`config.mk`:
```
export PLATFORM = sky130hd
export DESIGN_NAME = accumulation_buffer_drain_flat
export DESIGN_NICKNAME = d
export VERILOG_FILES = /design/src/rtl/accumulation_buffer_drain_if.sv /design/src/rtl/accumulation_buffer_drain.sv /design/src/flat_wrapper.sv
export SDC_FILE = /design/constraint.sdc
export NUM_CORES = 1
export LEC_CHECK = 0
export CAP_MARGIN = 10
export CORE_UTILIZATION = 35
export DETAILED_ROUTE_END_ITERATION = 12
export DONT_BUFFER_PORTS = 1
export PLACE_DENSITY = 0.48
export SETUP_SLACK_MARGIN = 0.15
export SYNTH_ARGS = -nofsm -noshare
export SYNTH_HDL_FRONTEND = slang
export SYNTH_SLANG_ARGS = --single-unit
```
`constraint.sdc`:
```
create_clock -name clk -period 4.3 [get_ports clk]
set_input_delay 0.86 -clock clk [delete_from_list [all_inputs] [get_ports clk]]
set_output_delay 0.86 -clock clk [all_outputs]
set_load 0.03 [all_outputs]
```
`src/rtl/accumulation_buffer_drain_if.sv`:
```
// Drain-engine bus: write-back read port of the accumulation buffer plus the
// valid/ready output stream toward the DRAM side.
interface accumulation_buffer_drain_if #(
    parameter int DATA_WIDTH      = 64,
    parameter int BANK_ADDR_WIDTH = 9
);
    logic                       ren_wb;
    logic [BANK_ADDR_WIDTH-1:0] radr_wb;
    logic [DATA_WIDTH-1:0]      rdata_wb;
    logic [DATA_WIDTH-1:0]      out_data;
    logic                       out_valid;
    logic                       out_ready;

    modport master (
        output ren_wb,
        output radr_wb,
        input  rdata_wb,
        output out_data,
        output out_valid,
        input  out_ready
    );

    modport slave (
        input  ren_wb,
        input  radr_wb,
        output rdata_wb,
        input  out_data,
        input  out_valid,
        output out_ready
    );
endinterface

```
`src/rtl/accumulation_buffer_drain.sv`:
```
// Streams words 0..num_words-1 of the write-back bank out over valid/ready,
// using a 2-entry skid FIFO to hide the buffer's 1-cycle read latency.
module accumulation_buffer_drain #(
    parameter int DATA_WIDTH      = 64,
    parameter int BANK_ADDR_WIDTH = 9
) (
    input  logic                     clk,
    input  logic                     rst_n,
    input  logic                     start,
    input  logic [BANK_ADDR_WIDTH:0] num_words,
    output logic                     busy,
    output logic                     done,
    accumulation_buffer_drain_if.master bus
);

    localparam int CW = BANK_ADDR_WIDTH + 1;
    localparam logic [CW-1:0] ONE = CW'(1);

    typedef enum logic [1:0] {IDLE, DRAIN, FLUSH} state_t;

    state_t                state;
    state_t                state_next;
    logic [CW-1:0]         len;
    logic [CW-1:0]         rcnt;
    logic [CW-1:0]         acnt;
    logic                  inflight;
    logic [DATA_WIDTH-1:0] fifo_mem [2];
    logic                  wr_ptr;
    logic                  rd_ptr;
    logic [1:0]            occ;
    logic                  pop;
    logic                  issue;
    logic                  credit_ok;
    logic                  last_accept;

    assign pop         = (occ != 2'd0) && bus.out_ready;
    assign last_accept = pop && (acnt == len - ONE);

    // A read may issue only if the FIFO can hold it once the in-flight word lands.
    assign credit_ok = ({1'b0, occ} + {2'b00, inflight}) < (3'd2 + {2'b00, pop});

    assign bus.ren_wb    = issue;
    assign bus.radr_wb   = rcnt[BANK_ADDR_WIDTH-1:0];
    assign bus.out_valid = (occ != 2'd0);
    assign bus.out_data  = fifo_mem[rd_ptr];

    always_ff @(posedge clk or negedge rst_n) begin
        if (!rst_n) begin
            state <= IDLE;
        end else begin
            state <= state_next;
        end
    end

    always_comb begin
        state_next = state;
        case (state)
            IDLE: begin
                if (start) begin
                    state_next = (num_words != '0) ? DRAIN : FLUSH;
                end
            end
            DRAIN: begin
                if (issue && (rcnt + ONE == len)) begin
                    state_next = FLUSH;
                end
            end
            FLUSH: begin
                if (done) begin
                    state_next = IDLE;
                end
            end
            default: state_next = IDLE;
        endcase
    end

    always_comb begin
        issue = 1'b0;
        busy  = 1'b0;
        done  = 1'b0;
        case (state)
            DRAIN: begin
                busy  = 1'b1;
                issue = (rcnt < len) && credit_ok;
            end
            FLUSH: begin
                busy = 1'b1;
                done = (len == '0) ? 1'b1 : last_accept;
            end
            default: ;
        endcase
    end

    // Counters and skid FIFO; a push and a pop in the same cycle leave occupancy unchanged.
    always_ff @(posedge clk or negedge rst_n) begin
        if (!rst_n) begin
            len         <= '0;
            rcnt        <= '0;
            acnt        <= '0;
            inflight    <= 1'b0;
            wr_ptr      <= 1'b0;
            rd_ptr      <= 1'b0;
            occ         <= 2'd0;
            fifo_mem[0] <= '0;
            fifo_mem[1] <= '0;
        end else begin
            if (state == IDLE && start) begin
                len  <= num_words;
                rcnt <= '0;
                acnt <= '0;
            end else begin
                if (issue) begin
                    rcnt <= rcnt + ONE;
                end
                if (pop) begin
                    acnt <= acnt + ONE;
                end
            end
            inflight <= issue;
            if (inflight) begin
                fifo_mem[wr_ptr] <= bus.rdata_wb;
                wr_ptr           <= ~wr_ptr;
            end
            if (pop) begin
                rd_ptr <= ~rd_ptr;
            end
            occ <= occ + {1'b0, inflight} - {1'b0, pop};
        end
    end

endmodule

```
`src/flat_wrapper.sv`:
```
// flat-port wrapper written by rule: the top's interface ports become plain ports
module accumulation_buffer_drain_flat 
#(
    parameter int DATA_WIDTH      = 64,
    parameter int BANK_ADDR_WIDTH = 9
)
  (clk, rst_n, start, num_words, busy, done, bus_ren_wb, bus_radr_wb, bus_rdata_wb, bus_out_data, bus_out_valid, bus_out_ready);
  accumulation_buffer_drain_if #(.DATA_WIDTH(DATA_WIDTH), .BANK_ADDR_WIDTH(BANK_ADDR_WIDTH)) bus_i ();
  input  logic clk;
  input  logic rst_n;
  input  logic start;
  input  logic [BANK_ADDR_WIDTH:0] num_words;
  output logic busy;
  output logic done;
  output wire logic [$bits(bus_i.ren_wb)-1:0] bus_ren_wb;
  output wire logic [$bits(bus_i.radr_wb)-1:0] bus_radr_wb;
  input wire logic [$bits(bus_i.rdata_wb)-1:0] bus_rdata_wb;
  output wire logic [$bits(bus_i.out_data)-1:0] bus_out_data;
  output wire logic [$bits(bus_i.out_valid)-1:0] bus_out_valid;
  input wire logic [$bits(bus_i.out_ready)-1:0] bus_out_ready;
  assign bus_ren_wb = bus_i.ren_wb;
  assign bus_radr_wb = bus_i.radr_wb;
  assign bus_i.rdata_wb = bus_rdata_wb;
  assign bus_out_data = bus_i.out_data;
  assign bus_out_valid = bus_i.out_valid;
  assign bus_i.out_ready = bus_out_ready;
  accumulation_buffer_drain #(.DATA_WIDTH(DATA_WIDTH), .BANK_ADDR_WIDTH(BANK_ADDR_WIDTH)) u_core (.clk(clk), .rst_n(rst_n), .start(start), .num_words(num_words), .busy(busy), .done(done), .bus(bus_i));
endmodule
```
Yosys cells after proc, flatten, opt, wreduce, memory -nomap -nowiden

Index checks and enable logic that the tools add are counted.

Bits in registers: 165
Input port bits: 78
Output and inout port bits: 77
Logic and storage cells: 66

Add/sub/neg operators: 7
$lt $le $gt $ge: 5
Equal/unequal tests: 7
Muxes and demuxes: 19
Bitwise operators: 4
Reduce and logical (&&, ||, !) cells: 14

Operators by type and width:

| operator                                                              | number |
|---|---|
| 64-bit 2-to-1 mux                                                     | 4 |
| 128-bit bitwise mux                                                   | 1 |
| 64-bit demux with 1-bit select                                        | 1 |
| 10-bit 2-to-1 mux                                                     | 4 |
| 10-bit by 1-bit adder with 10-bit output (second input constant)      | 2 |
| 10-bit == test                                                        | 2 |
| 10-bit logical NOT                                                    | 1 |
| 10-bit less-than comparator                                           | 1 |
| 10-bit nonzero test                                                   | 1 |
| 10-bit by 1-bit subtractor with 10-bit output (second input constant) | 1 |
| 2-bit 2-to-1 mux                                                      | 4 |
| 1-bit logical AND                                                     | 6 |
| 2-bit case mux with 3 select lines                                    | 1 |
| 2-bit nonzero test                                                    | 3 |
| 2-bit >= comparator (second input constant)                           | 2 |
| 1-bit 2-to-1 mux                                                      | 4 |
| 2-bit != test (second input constant)                                 | 2 |
| 1-bit inverter with 2-bit output                                      | 2 |
| 2-bit by 1-bit adder with 3-bit output                                | 1 |
| 2-bit by 1-bit adder with 3-bit output (first input constant)         | 1 |
| 3-bit less-than comparator                                            | 1 |
| 3-bit AND reduction                                                   | 1 |
| 2-bit by 1-bit adder with 2-bit output                                | 1 |
| 2-bit by 1-bit == test with 1-bit output (second input constant)      | 1 |
| 7 further kinds                                                       | 8 |

Longest topological paths before layout

Gate-level depths: netlist of the first run.

Word-level depth: 9
Mapped depth: 11
Depth with buffers taken out: 9

Worst setup path after synthesis of the first run

No wires, ideal clock.

Path type: register -> output
From: register u_core.len[0]
To: output port done
Arrival time: 2192 ps
Data required time: 3440 ps
Setup slack: 1248 ps
Cell stages (with the launch flop): 9
Buffers on the path: 0
Cell sequence: dfrtp_1 inv_1 ha_1 nor4b_2 nand2_1 xnor2_1 a2111oi_0 a31oi_2 and2b_1

Cells in the longest elaborated chain, start to end: 5
Elaborated cells on any way between the ends: 6
Classes of those cells: add/sub: 1; eq/ne: 1; mux: 2; reduce/logical: 2

Ends and longest elaborated chain:

| element                                       | RTL line                         | RTL |
|---|---|---|
| from (decl)                                   | accumulation_buffer_drain.sv:23  | `logic [CW-1:0] len;` |
| from (signal assigned)                        | accumulation_buffer_drain.sv:108 | `len <= num_words;` |
| 10-bit by 1-bit subtractor with 10-bit output | accumulation_buffer_drain.sv:37  | `assign last_accept = pop && (acnt == len - ONE);` |
| 10-bit == test                                | accumulation_buffer_drain.sv:37  |  |
| 1-bit logical AND                             | accumulation_buffer_drain.sv:37  |  |
| 1-bit 2-to-1 mux (*)                          | accumulation_buffer_drain.sv:88  | `done = (len == '0) ? 1'b1 : last_accept;` |
| 1-bit 2-to-1 mux (*)                          | accumulation_buffer_drain.sv:81  | `case (state)` |
| to (decl)                                     | flat_wrapper.sv:14               | `output logic done;` |

Mark *: on every way between the ends. The rest lies on a longest branch, timed or not.

Final worst setup path of the first run

From: register u_core.len[1]
To: output port done

The elaborated chain is that of the path after synthesis.

==> results of run 1 <==
## worst reg2reg max path, delay by kind of cell, from the launching register on
family | cells | cell delay (ps)
adder cells (fa/ha/maj) | 1 | 350
buffers and inverters | 1 | 200
multiplexers | 1 | 210
flip-flops | 1 | 700
AO/OA/AOI/OAI | 4 | 890
AND/OR/NAND/NOR | 1 | 340
## registers in the layout, summed over array words and instances (netlist names)
signal	flops
u_core.len	10
u_core.inflight	1
u_core.rd_ptr	1
u_core.occ	2
u_core.acnt	10
u_core.state	2
u_core.wr_ptr	1
u_core.rcnt	10
u_core.fifo_mem	128
## power breakdown
part | switching, W | internal (W) | total [W]
combinational | 0.00205 | 0.00138 | 0.00344
sequential | 0.000482 | 0.00227 | 0.00276
clock | 0.000667 | 0.000992 | 0.00166
## timing repair
| item | in CTS | in global routing |
|---|---|---|
| gates resized for setup | 0 | 1 |
| endpoints found under the setup margin | 0 | 1 |
| hold buffers | 0 | 0 |
## layer usage
layer / up-vias / share of wire [%] / track usage [%]
li1: 2237 / - / -
met1: 2489 / 42 / 17.9
met2: 119 / 49 / 25.8
met3: 27 / 7.0 / 5.35
met4: 0 / 2.2 / 6.48
met5: - / 0 / 0
## layout by cell type (no fill, tap or decap), types with 2 or more instances in the layout
cell	netlist	final
ha_1	20	20
and3_1	3	3
buf_4	9	6
xnor2_1	21	21
mux2i_1	2	2
o2111ai_1	2	2
or4b_1	2	2
clkinv_4	0	2
mux2_2	192	192
or3_1	5	5
a21oi_1	10	10
a2bb2oi_2	3	3
o21ai_0	23	23
nor3_1	11	11
nand3b_1	4	4
nand3_2	3	3
nand4_1	6	6
o211ai_1	2	2
nor4_1	5	5
nor4b_2	2	2
inv_1	18	18
nor2b_1	2	2
dfrtp_1	165	164
nor2_1	22	21
clkbuf_16	0	17
inv_6	0	4
bufinv_16	0	4
nand3_1	6	6
xor2_1	17	17
clkinvlp_4	0	2
a21o_1	2	2
nand2_1	32	31
a31oi_1	3	3
## per-stage QoR
step	util [%]	cells	hold WS (ps)
finish	39.5	923	133
CTS	39.5	923	101
global route	39.5	923	95.0
floorplan	-	641	461
global placement	36.7	891	481
detailed placement	36.7	891	487
## area by class of cell
| class | count | share of cell area, % |
|---|---|---|
| clock inverters | 14 | 2.40 |
| flip-flops and latches | 165 | 46.0 |
| multi-input cells | 416 | 41.5 |
| well taps | 285 | 3.97 |
| repair buffers | 6 | 0.502 |
| inverters | 19 | 0.795 |
| clock buffers | 18 | 4.78 |
## logic make-up (layout without fill, tap and decap cells)
group | after synthesis | after routing
mux | 194 | 194
flops | 165 | 165
simple gates | 111 | 111
buf+inv | 60 | 57
compound gates | 53 | 53
xor+xnor | 38 | 38
fa+ha+maj | 20 | 20
## worst max path at each step
stage	endpoint	slack, ps	depth (start not counted)
global route	done	180	8
CTS	done	260	8
finish	done	420	8
detailed placement	done	720	8
floorplan	done	1250	8
global placement	done	870	8
==> impl_metrics.toml, run 1 <==
[detailed_routing]
viasPerCell = 5.28
drtPass1Iterations = 4
drtAntennaViolNets = 0
drtIter0Drc = 184
wl_um = 17500
route.detailed.drc = 0
wl_per_cell_um = 18.9
vias = 4872

[yosys]
ys_async_sr_fraction_pct = 100
ys_top_cells_by_count = "192 x mux2_2, 165 x dfrtp_1, 32 x nand2_1"
synth_edf_count = 0
synth.largest_area_cell = "dfrtp_1"
synth_area_leaders = "dfrtp_1 51%, mux2_2 27%, ha_1 3.1%"
syn-num-nets = 739
synth-simple-area-share_pct = 7.34
synth_cell_types = 48
ys.flop_type = "dfrtp_1"
synth_top_family_by_area = "multiplexers"
synth_most_common_cell = "mux2_2"
seq_area_frac_synth_pct = 50.9
synth_fa_ha_area_share_pct = 3.08
synth_xor_area_share_pct = 4.10
synth.top_cell.area_share_pct = 50.9
ys_ff_latch = 165
yosys_warnings = 0
synth_compound_area_share_pct = 4.33
syn_area_um2 = 8110
synth.area.mux_share_pct = 26.9
syn_area_per_cell_um2 = 12.7
synthCells = 641

[sta]
drv_slew = 0
hold_violations = 0
maxSlewHeadroom_pct = 24.1
finalSetupViolCount = 0
skew_ps = 17.8
setup_ws_ps = 421
min_period_ps = 3880
rsz0062_at_grt = "no"
max_freq_ghz = 0.258
worst_pin_slew_ps = 1140
finalCritPeriodShare_pct = 90.2
tns_ps = 0

[worst_setup_path]
worstPathMaxFanout = 5
arrival_ps = 3020
path_buf_inv = 1
rrSetupSlack_ps = 1530
critPathLaunch = "u_core.len[1]"
critPathLaunchType = "flop"
critPathTopFamily = "simple AND/OR/NAND/NOR gates"
critical_path_class = "reg -> out"
crit_required_ps = 3440
reg2reg_to = "u_core.state[0]"
worstRegToRegCells = 8
r2r_start = "u_core.rcnt[4]"
slowest_stage = "nor4b_2"
cp_slowest_stage_delay_ps = 450
cp-end-kind = "primary output"
path_cells = "inv_1, ha_1, nor4b_2, nand2_1, xnor2_1, a2111oi_1, a31oi_2, and2b_1"

[clock_network]
cts_made_buffers = 17
root_buffer = "clkbuf_16"
insertion_delay_ps = 420
post_cts_buffers = 0
cts_tree = "done"
cts_sinks = 165
clkTransAtPathRegs_ps = 70
clockBufferDepth = 2
cts_max_level = 4

[global_routing]
grtUsageTotal_pct = 15.4
overflow = 0
grt_pass1_vias = 5221
grt_antenna_before_repair = 0
grt_first_pass_wirelength_um = 28300
grt_max_degree = 166

[cells_and_area]
regArea_um2 = 4130
fillers = 2142
post-route-cell-area_um2 = 8970
multiInputGateArea_um2 = 3720
antenna_cells = 0
nNetsFinal = 723
drive_gt1_share_pct = 38.1
area.growth.synth_to_final_pct = 10.6

[place]
portBuffers = 0
dp_hpwl_um = 11700
dp_slack_ps = 724
dpl-instance-area_um2 = 8330
gp_congestion = 0.835

[pwr]
finalPower_w = 0.00785
p_per_area_nw_per_um2 = 875
peakVddDrop_uv = 328
leakagePower_nw = 3.74

[status]
outcome = "finished clean"

[run]
drv_cap = 0

[min_path]
hp-class = "in -> async"

[floorplanning]
placementRows = 55
ios = 155
core_um2 = 22700
start_util_pct = 35.7
die_area_um2 = 23800
die_h_um = 154
die_w_um = 154
(Power assumes the default switching activity.)
==> inputs of run 2 (changes only) <==
--- a/config.mk
+++ b/config.mk
@@ -9,8 +9,8 @@
 export CORE_UTILIZATION = 35
 export DETAILED_ROUTE_END_ITERATION = 12
 export DONT_BUFFER_PORTS = 1
+export MAX_ROUTING_LAYER = met4
 export PLACE_DENSITY = 0.48
-export SETUP_SLACK_MARGIN = 0.15
 export SYNTH_ARGS = -nofsm -noshare
 export SYNTH_HDL_FRONTEND = slang
 export SYNTH_SLANG_ARGS = --single-unit
==> impl_metrics.toml, run 2 (synthesized netlist as in run 1, its figures left out) <==
[cells_and_area]
drive_gt1_share_pct = 38.1
mostFrequentLayoutCells = "192 x mux2_2, 164 x dfrtp_1, 31 x nand2_1"
largest_reg_flops = 128
layout_commonest_cell = "mux2_2"
area.growth.synth_to_final_pct = 10.6
final_util_pct = 39.5
largest-register = "u_core.fifo_mem"
nNetsFinal = 723
antenna_cells = 0

[clock_network]
cts_sinks = 165
cts_tree = "done"
post_cts_buffers = 0
cts.repair.resized = 0
cts_max_level = 4
insertion_delay_ps = 420
clkTransAtPathRegs_ps = 70
root_buffer = "clkbuf_16"
cts_made_buffers = 17
clockBufferDepth = 2
cts_hold_buf = 0

[detailed_routing]
vias = 4836
route.detailed.drc = 0
drtPass1Iterations = 4
wl_um = 17500
viasPerCell = 5.24
wl_per_cell_um = 18.9
drtAntennaViolNets = 0
drtIter0Drc = 226

[floorplanning]
core_um2 = 22700
start_util_pct = 35.7
die_h_um = 154
ios = 155
die_w_um = 154
placementRows = 55
die_area_um2 = 23800

[worst_setup_path]
r2r_start = "u_core.len[1]"
critPathLaunchType = "flop"
cp.depth = 8
worstPathMaxFanout = 5
arrival_ps = 3130
critPathLaunch = "u_core.len[1]"
critical_path_class = "reg -> out"
crit_required_ps = 3440
worstRegToRegCells = 9
cp_slowest_stage_delay_ps = 550
endpoint = "done"
cp-end-kind = "primary output"
critPathTopFamily = "simple AND/OR/NAND/NOR gates"
slowest_stage = "a2111oi_0"
reg2reg_to = "u_core.state[0]"
path_cells = "inv_1, ha_1, nor4b_2, nand2_1, xnor2_1, a2111oi_0, a31oi_2, and2b_1"
rrSetupSlack_ps = 1500
path_buf_inv = 1

[sta]
max_freq_ghz = 0.251
rsz0062_at_grt = "no"
finalSetupViolCount = 0
drv_slew = 0
maxSlewHeadroom_pct = 24.4
tns_ps = 0
setup_ws_ps = 308
hold_violations = 0
worst_pin_slew_ps = 1130
finalCritPeriodShare_pct = 92.8
min_period_ps = 3990
skew_ps = 19.0

[place]
dp_slack_ps = 724
dp_hpwl_um = 11700
portBuffers = 0
gp_congestion = 0.848

[global_routing]
grt_first_pass_wirelength_um = 28300
overflow = 0
grtUsageTotal_pct = 15.9
grt_antenna_before_repair = 0
grt_max_degree = 166
grt_pass1_vias = 5231

[status]
outcome = "finished clean"

[pwr]
peakVddDrop_uv = 329
finalPower_w = 0.00785
leakagePower_nw = 3.74
p_per_area_nw_per_um2 = 875

[run]
drv_cap = 0

[min_path]
hp-class = "in -> async"
## run 2: cell types whose count changed in the layout (fill, tap and decap cells not counted)
cell and delta:
a2111oi_0 +1, a2111oi_1 -1
## run 2: how the worst min path moves through the flow
stage / from / endpoint / cells past startpoint
2_1_floorplan: u_core.wr_ptr / u_core.wr_ptr / 1
3_3_place_gp: u_core.fifo_mem[56] / u_core.fifo_mem[56] / 1
3_5_place_dp: u_core.fifo_mem[55] / u_core.fifo_mem[55] / 1
4_1_cts: rst_n / u_core.rcnt[9] / 0
5_1_grt: rst_n / u_core.fifo_mem[81] / 0
6_report: rst_n / u_core.fifo_mem[81] / 0
## run 2: metal layers
metal,vias up,wire length [µm],global-route usage [%],share of wire (%)
met4,0,293,6.19,1.7
met1,2460,7420,18.1,42
met3,17,1160,5.52,6.7
met5,-,0,-,0
li1,2239,-,-,-
met2,120,8600,25.9,49
## run 2: stage by stage
step           hold WS (ps)  area, µm²  std cells
2_1_floorplan           461       8110        641
3_3_place_gp            481       8330        891
3_5_place_dp            487       8330        891
4_1_cts                 101       8970        923
5_1_grt                88.6       8970        923
6_report                138       8970        923
## run 2: power breakdown
group	internal [W]	switching (W)	leakage [nW]	total [W]
Sequential	0.00227	0.000483	1.99	0.00276
Combinational	0.00138	0.00205	1.45	0.00343
Clock	0.000992	0.000667	0.307	0.00166
Total	0.00465	0.00320	3.74	0.00785
## run 2: final cells by class
| class | instances | area, µm² |
|---|---|---|
| fillers | 2143 | 13700 |
| flip-flops and latches | 165 | 4130 |
| multi-input cells | 416 | 3720 |
| clock buffers | 18 | 429 |
| well taps | 285 | 357 |
| clock inverters | 14 | 215 |
| inverters | 19 | 71.3 |
| repair buffers | 6 | 45.0 |
==> inputs of run 3 (changes only) <==
--- a/config.mk
+++ b/config.mk
@@ -5,7 +5,6 @@
 export SDC_FILE = /design/constraint.sdc
 export NUM_CORES = 1
 export LEC_CHECK = 0
-export CAP_MARGIN = 10
 export CORE_UTILIZATION = 35
 export DETAILED_ROUTE_END_ITERATION = 12
 export DONT_BUFFER_PORTS = 1
==> results of run 3 <==
No change in the layout: final DEF, timing and power equal those of run 2.
